[src/rtl/cpu_pkg.sv]
`default_nettype none
// ============================================================================
// Module      : cpu_pkg
// Description : Shared CPU constants and types used by the memory-port
//               arbiter, the fetch unit and the unified memory.
// Revision    : 1.0 - initial release
// ============================================================================
package cpu_pkg;

  // Word-address width of the unified 64 KiB memory
  localparam int MEM_ADDR_W = 14;

  // Default number of back-to-back contested data grants before fetch wins
  localparam int DEF_MAX_STREAK = 4;

  // Width of the fetch-starvation streak counter (MAX_STREAK range 1..15)
  localparam int STREAK_W = 4;

  // Owner of the read data arriving from memory in the following cycle
  typedef enum logic [1:0] {
    TAG_NONE = 2'b00,
    TAG_I    = 2'b01,
    TAG_D    = 2'b10
  } tag_e;

  // Byte write enables presented to memory for a data-port access
  function automatic logic [3:0] store_we(input logic we, input logic [3:0] be);
    return we ? be : 4'b0000;
  endfunction

endpackage : cpu_pkg
`default_nettype wire

[src/rtl/streak_guard.sv]
`default_nettype none
// ============================================================================
// Module      : streak_guard
// Description : Counts consecutive contested cycles won by the data port and
//               forces a fetch grant once the limit is reached, so that fetch
//               always makes forward progress.
// Revision    : 1.0 - initial release
// ============================================================================
module streak_guard
  import cpu_pkg::*;
#(
  parameter int MAX_STREAK = DEF_MAX_STREAK
) (
  input  logic CLK,
  input  logic RST_N,
  input  logic if_req_i,
  input  logic d_req_i,
  output logic force_i_o   // fetch must win this cycle if contested
);

  localparam logic [STREAK_W-1:0] C_MAX = STREAK_W'(MAX_STREAK);

  logic [STREAK_W-1:0] streak_q;
  logic [STREAK_W-1:0] streak_d;

  // Limit reached: the next contested cycle belongs to fetch
  assign force_i_o = (streak_q == C_MAX);

  // Count only contested cycles that data wins; everything else restarts the
  // streak. Incrementing only below the limit makes the counter saturate.
  always_comb begin
    streak_d = '0;
    if (if_req_i && d_req_i && !force_i_o) begin
      streak_d = streak_q + 1'b1;
    end
  end

  // Streak register, cleared asynchronously
  always_ff @(posedge CLK or negedge RST_N) begin
    if (!RST_N) begin
      streak_q <= '0;
    end else begin
      streak_q <= streak_d;
    end
  end

endmodule : streak_guard
`default_nettype wire

[src/rtl/mem_port_arbiter.sv]
`default_nettype none
// ============================================================================
// Module      : mem_port_arbiter
// Description : Shares one single-port synchronous memory between the fetch
//               stage (I-port) and the load/store unit (D-port). Grants are
//               combinational; read data returns one cycle later and is
//               routed to the port that issued the read.
// Revision    : 1.0 - initial release
// ============================================================================
module mem_port_arbiter
  import cpu_pkg::*;
#(
  parameter int ADDR_W     = MEM_ADDR_W,
  parameter int MAX_STREAK = DEF_MAX_STREAK
) (
  input  logic              CLK,
  input  logic              RST_N,
  // Fetch port
  input  logic              if_req,
  input  logic [ADDR_W-1:0] if_addr,
  output logic              if_gnt,
  output logic              if_rvalid,
  output logic [31:0]       if_rdata,
  // Load/store port
  input  logic              d_req,
  input  logic              d_we,
  input  logic [3:0]        d_be,
  input  logic [ADDR_W-1:0] d_addr,
  input  logic [31:0]       d_wdata,
  output logic              d_gnt,
  output logic              d_rvalid,
  output logic [31:0]       d_rdata,
  // Memory side
  output logic              mem_en,
  output logic [3:0]        mem_we,
  output logic [ADDR_W-1:0] mem_addr,
  output logic [31:0]       mem_wdata,
  input  logic [31:0]       mem_rdata,
  // Stall indications back to the pipeline
  output logic              stall_if,
  output logic              stall_d
);

  logic force_i;
  tag_e tag_q;
  tag_e tag_d;

  streak_guard #(
    .MAX_STREAK (MAX_STREAK)
  ) u_streak_guard (
    .CLK       (CLK),
    .RST_N     (RST_N),
    .if_req_i  (if_req),
    .d_req_i   (d_req),
    .force_i_o (force_i)
  );

  // Data wins contested cycles unless the streak guard hands the slot to fetch
  assign if_gnt   = if_req & (~d_req | force_i);
  assign d_gnt    = d_req & ~if_gnt;
  assign stall_if = if_req & ~if_gnt;
  assign stall_d  = d_req & ~d_gnt;

  // Memory drive from the winner, plus the owner of next cycle's read data
  always_comb begin
    mem_en    = 1'b0;
    mem_we    = 4'b0000;
    mem_addr  = '0;
    mem_wdata = '0;
    tag_d     = TAG_NONE;
    if (if_gnt) begin
      mem_en   = 1'b1;
      mem_addr = if_addr;
      tag_d    = TAG_I;
    end else if (d_gnt) begin
      mem_en    = 1'b1;
      mem_addr  = d_addr;
      mem_wdata = d_wdata;
      // A store with no byte enables still occupies the slot but writes nothing
      mem_we    = store_we(d_we, d_be);
      tag_d     = d_we ? TAG_NONE : TAG_D;
    end
  end

  // Read-tag register; reset drops any read still in flight
  always_ff @(posedge CLK or negedge RST_N) begin
    if (!RST_N) begin
      tag_q <= TAG_NONE;
    end else begin
      tag_q <= tag_d;
    end
  end

  // Return routing: only the tagged port sees memory data, the other reads 0
  assign if_rvalid = (tag_q == TAG_I);
  assign d_rvalid  = (tag_q == TAG_D);
  assign if_rdata  = if_rvalid ? mem_rdata : 32'h0;
  assign d_rdata   = d_rvalid  ? mem_rdata : 32'h0;

endmodule : mem_port_arbiter
`default_nettype wire
[config.mk]
export PLATFORM = sky130hd
export DESIGN_NAME = mem_port_arbiter
export DESIGN_NICKNAME = d
export VERILOG_FILES = /design/src/rtl/cpu_pkg.sv /design/src/rtl/streak_guard.sv /design/src/rtl/mem_port_arbiter.sv
export SDC_FILE = /design/constraint.sdc
export NUM_CORES = 1
export LEC_CHECK = 0
export BUFFER_PORTS_ARGS = -buffer_cell sky130_fd_sc_hd__buf_2
export CORE_AREA = 3 3 86 88
export DETAILED_ROUTE_END_ITERATION = 16
export DIE_AREA = 0 0 89 91
export PLACE_DENSITY = 0.54
export SLEW_MARGIN = 20
export SYNTH_ARGS = -nofsm -noshare
export SYNTH_HDL_FRONTEND = slang
export SYNTH_SLANG_ARGS = --single-unit
[constraint.sdc]
create_clock -name CLK -period 4 [get_ports CLK]
set_input_delay 0.4 -clock CLK [delete_from_list [all_inputs] [get_ports CLK]]
set_output_delay 0.4 -clock CLK [all_outputs]
set_load 0.1 [all_outputs]
==> results.tsv <==
stage	metric	value	unit
global_routing	Tot GR Track Use	11.59	%
detailed_routing	via count	1798	
die	Die Area	8099	um^2
logic_synthesis	Cell variety after synth	18	
die	FP Rows	30	
clocking	Clk pin slew, worst setup/hold paths	0.04	ns
detailed_routing	DR iter-0 viols	46	
detailed_routing	DR DRC count	0	
critical_path	FF-to-FF path depth	5	
worst_hold_path	Hold Path Cell Cnt	2	
clocking	Clock Latency Late Sink	0.23	ns
logic_synthesis	top post-synthesis cells by area	and2_1 (53%), dfrtp_1 (13%), a22o_1 (11%)	
layout	diode count	0	
detailed_routing	DRT antenna net count	0	
die	Die W	89	um
critical_path	Worst setup SP type	flop	
worst_hold_path	Min-Delay Path Class	in -> reg	
sta	Clock Skews	0.004945	ns
sta	Setup WS post-layout	1.526	ns
die	I/O pins	222	
clocking	Gates resized, CTS repair	0	
logic_synthesis	Post-Synthesis Cell Area	1151	um^2
die	core box area	6719	um^2
critical_path	worst-path fanout max	17	
sta	RSZ-0062 raised after global routing	no	
sta	Rel. slew slack	66.84	%
detailed_routing	total wire length	5262	um
clocking	clock buffer count from CTS	3	
clocking	CTS Buffer Depth	2	
critical_path	Arr. time, crit path	2.07	ns
clocking	H-Tree Depth	1	
global_routing	initial antenna violation count	0	
clocking	clock sink count	6	
power_and_ir_drop	Peak VDD IR	0.1521	mV
logic_synthesis	Post-Syn Instances	155	
logic_synthesis	synth warn	0	
critical_path	endpoint class of the critical path	primary output	
placement	Placement Setup Slack	1.730	ns
logic_synthesis	Seq cells post-synth	6	
logic_synthesis	Mapped Avg Cell Area	7.426	um^2
status	result of the run	finished clean	
flow_run	max-cap violation count	0	
sta	post-route minimum period	2.474	ns
power_and_ir_drop	Pwr per Cell Area	316.6	nW/um^2
logic_synthesis	dominant cell type by area after synthesis	and2_1	
critical_path	cell family with most CP delay	compound AO/OA/AOI/OAI gates	
sta	# setup viols final	0	
sta	Period Utilization, post-route	61.86	%
detailed_routing	Initial DRT Pass Iterations	4	
placement	Placed Cells	446	
global_routing	first-pass GRT wire length	7576	um
layout	Final Util	34.82	%
power_and_ir_drop	Leak	1.548	nW
sta	fmax	0.4042	GHz
global_routing	GRT overflow	0	
logic_synthesis	Yosys top cell area share	52.72	%
critical_path	Slowest-stage cell, CP	a21oi_4	
layout	Layout Nets	475	
sta	TNS Setup	0	ns
critical_path	Worst EP required	3.60	ns
clocking	TritonCTS clock tree	built	
placement	RD Place Congestion	0.7725	
layout	Synth-to-Final Area Change	103.3	%
detailed_routing	Routed wire per std cell	11.69	um
critical_path	Setup CP Type	reg -> out	
layout	Non-Filler Instances	450	
power_and_ir_drop	Total Power	740.7	uW
logic_synthesis	post-synthesis net count	258	
critical_path	CP peak stage delay	0.44	ns
placement	IO Port Bufs	221	
critical_path	WP buf/inv	2	
logic_synthesis	register area share after synthesis	13.04	%
sta	Worst Max-Slew Pin Slew	0.5009	ns
critical_path	CP Depth	6	
die	chip height	91	um
sta	Slew Limit Fails	0	
placement	Detailed Place HPWL	4629	um
clocking	CTS Root Cell	clkbuf_8	
global_routing	number of global-route vias before repair	1616	
detailed_routing	via-per-instance ratio	3.996	
sta	Final Hold Viols	0	
layout	layout cell share with drive strength beyond 1	62.16	%
critical_path	CP Cell Sequence	inv_1 -> ha_1 -> nand3b_4 -> a21oi_4 -> a22o_1 -> buf_2	
die	Starting Density	17.13	%
global_routing	pin count of the biggest net entering global routing	53	
-- sequential cells by signal, summed over array words and instances (netlist names) --
| signal | cells |
|---|---|
| tag_q | 2 |
| u_streak_guard.streak_q | 4 |
-- cells by family after synthesis --
| family | share of synthesized area [%] |
|---|---|
| AOI/OAI and AO/OA | 13.37 |
| xor gates and xnor gates | 1.522 |
| adders and majority gates | 2.174 |
| buffers and inverters | 8.912 |
| DFF | 13.04 |
| and+or+nand+nor | 60.98 |
-- cell type report --
cell class | instances | area [um^2]
fill | 738 | 4379
timing repair buffer | 224 | 1131
multi-input combinational | 132 | 898.4
sequential | 6 | 150.1
tap | 80 | 100.1
clock buffer | 3 | 41.29
inverter | 5 | 18.77
-- routing by layer --
layer / track usage, % / up-vias / wire [um]
met4: 3.474 / 0 / 81
met2: 23.08 / 132 / 2697
li1: - / 919 / -
met3: 3.176 / 6 / 681
met1: 11.00 / 741 / 1802
met5: 0 / - / 0
-- placed cells by master (no fill, tap or decap), drive strengths merged, types with 2 or more instances in the layout --
cell type / instances
ha: 2
nor2b: 3
inv: 5
a22o: 14
clkbuf: 3
buf: 223
dfrtp: 6
and2: 97
nor2: 4
and3: 4
nand3: 2
-- cells in the mapped netlist --
| library cell | count |
|---|---|
| a21oi_4 | 1 |
| or2_2 | 1 |
| buf_6 | 5 |
| and2_1 | 97 |
| nor2_1 | 4 |
| nand3_1 | 2 |
| nor2b_1 | 3 |
| ha_1 | 2 |
| xnor2_1 | 1 |
| inv_1 | 5 |
| nand3b_4 | 1 |
| clkbuf_2 | 1 |
| clkbuf_1 | 6 |
| o21a_4 | 1 |
| a22o_1 | 14 |
| and3_1 | 4 |
| dfrtp_1 | 6 |
| xor2_1 | 1 |
-- path summary, 6_finish.rpt --
check,from,endpoint,slack (ns)
max,u_streak_guard.streak_q[0],mem_addr[5],1.53
min,d_we,tag_q[1],0.38
max reg2reg,u_streak_guard.streak_q[0],tag_q[1],2.57
min reg2reg,u_streak_guard.streak_q[0],u_streak_guard.streak_q[0],0.49
max in group asynchronous,RST_N,tag_q[0],3.32
min in group asynchronous,RST_N,u_streak_guard.streak_q[2],0.53
-- stage by stage --
step	hold WS [ns]	area [um^2]
6_report	0.3763	2340
5_1_grt	0.3951	2340
4_1_cts	0.3768	2340
3_5_place_dp	0.2303	2288
3_3_place_gp	0.2300	2288
2_1_floorplan	0.1044	1151
-- where the power goes --
group	switching [mW]	internal, mW
combinational	0.482	0.104
clock	0.0263	0.0647
sequential	0.00133	0.0630
total	0.509	0.231
-- timing repair --
action / CTS / global route
buffers inserted: 0 / 0
hold endpoints to repair: 6 / 0
hold buffers: 1 / 0
Note: power is estimated with default switching activity, not from simulation.
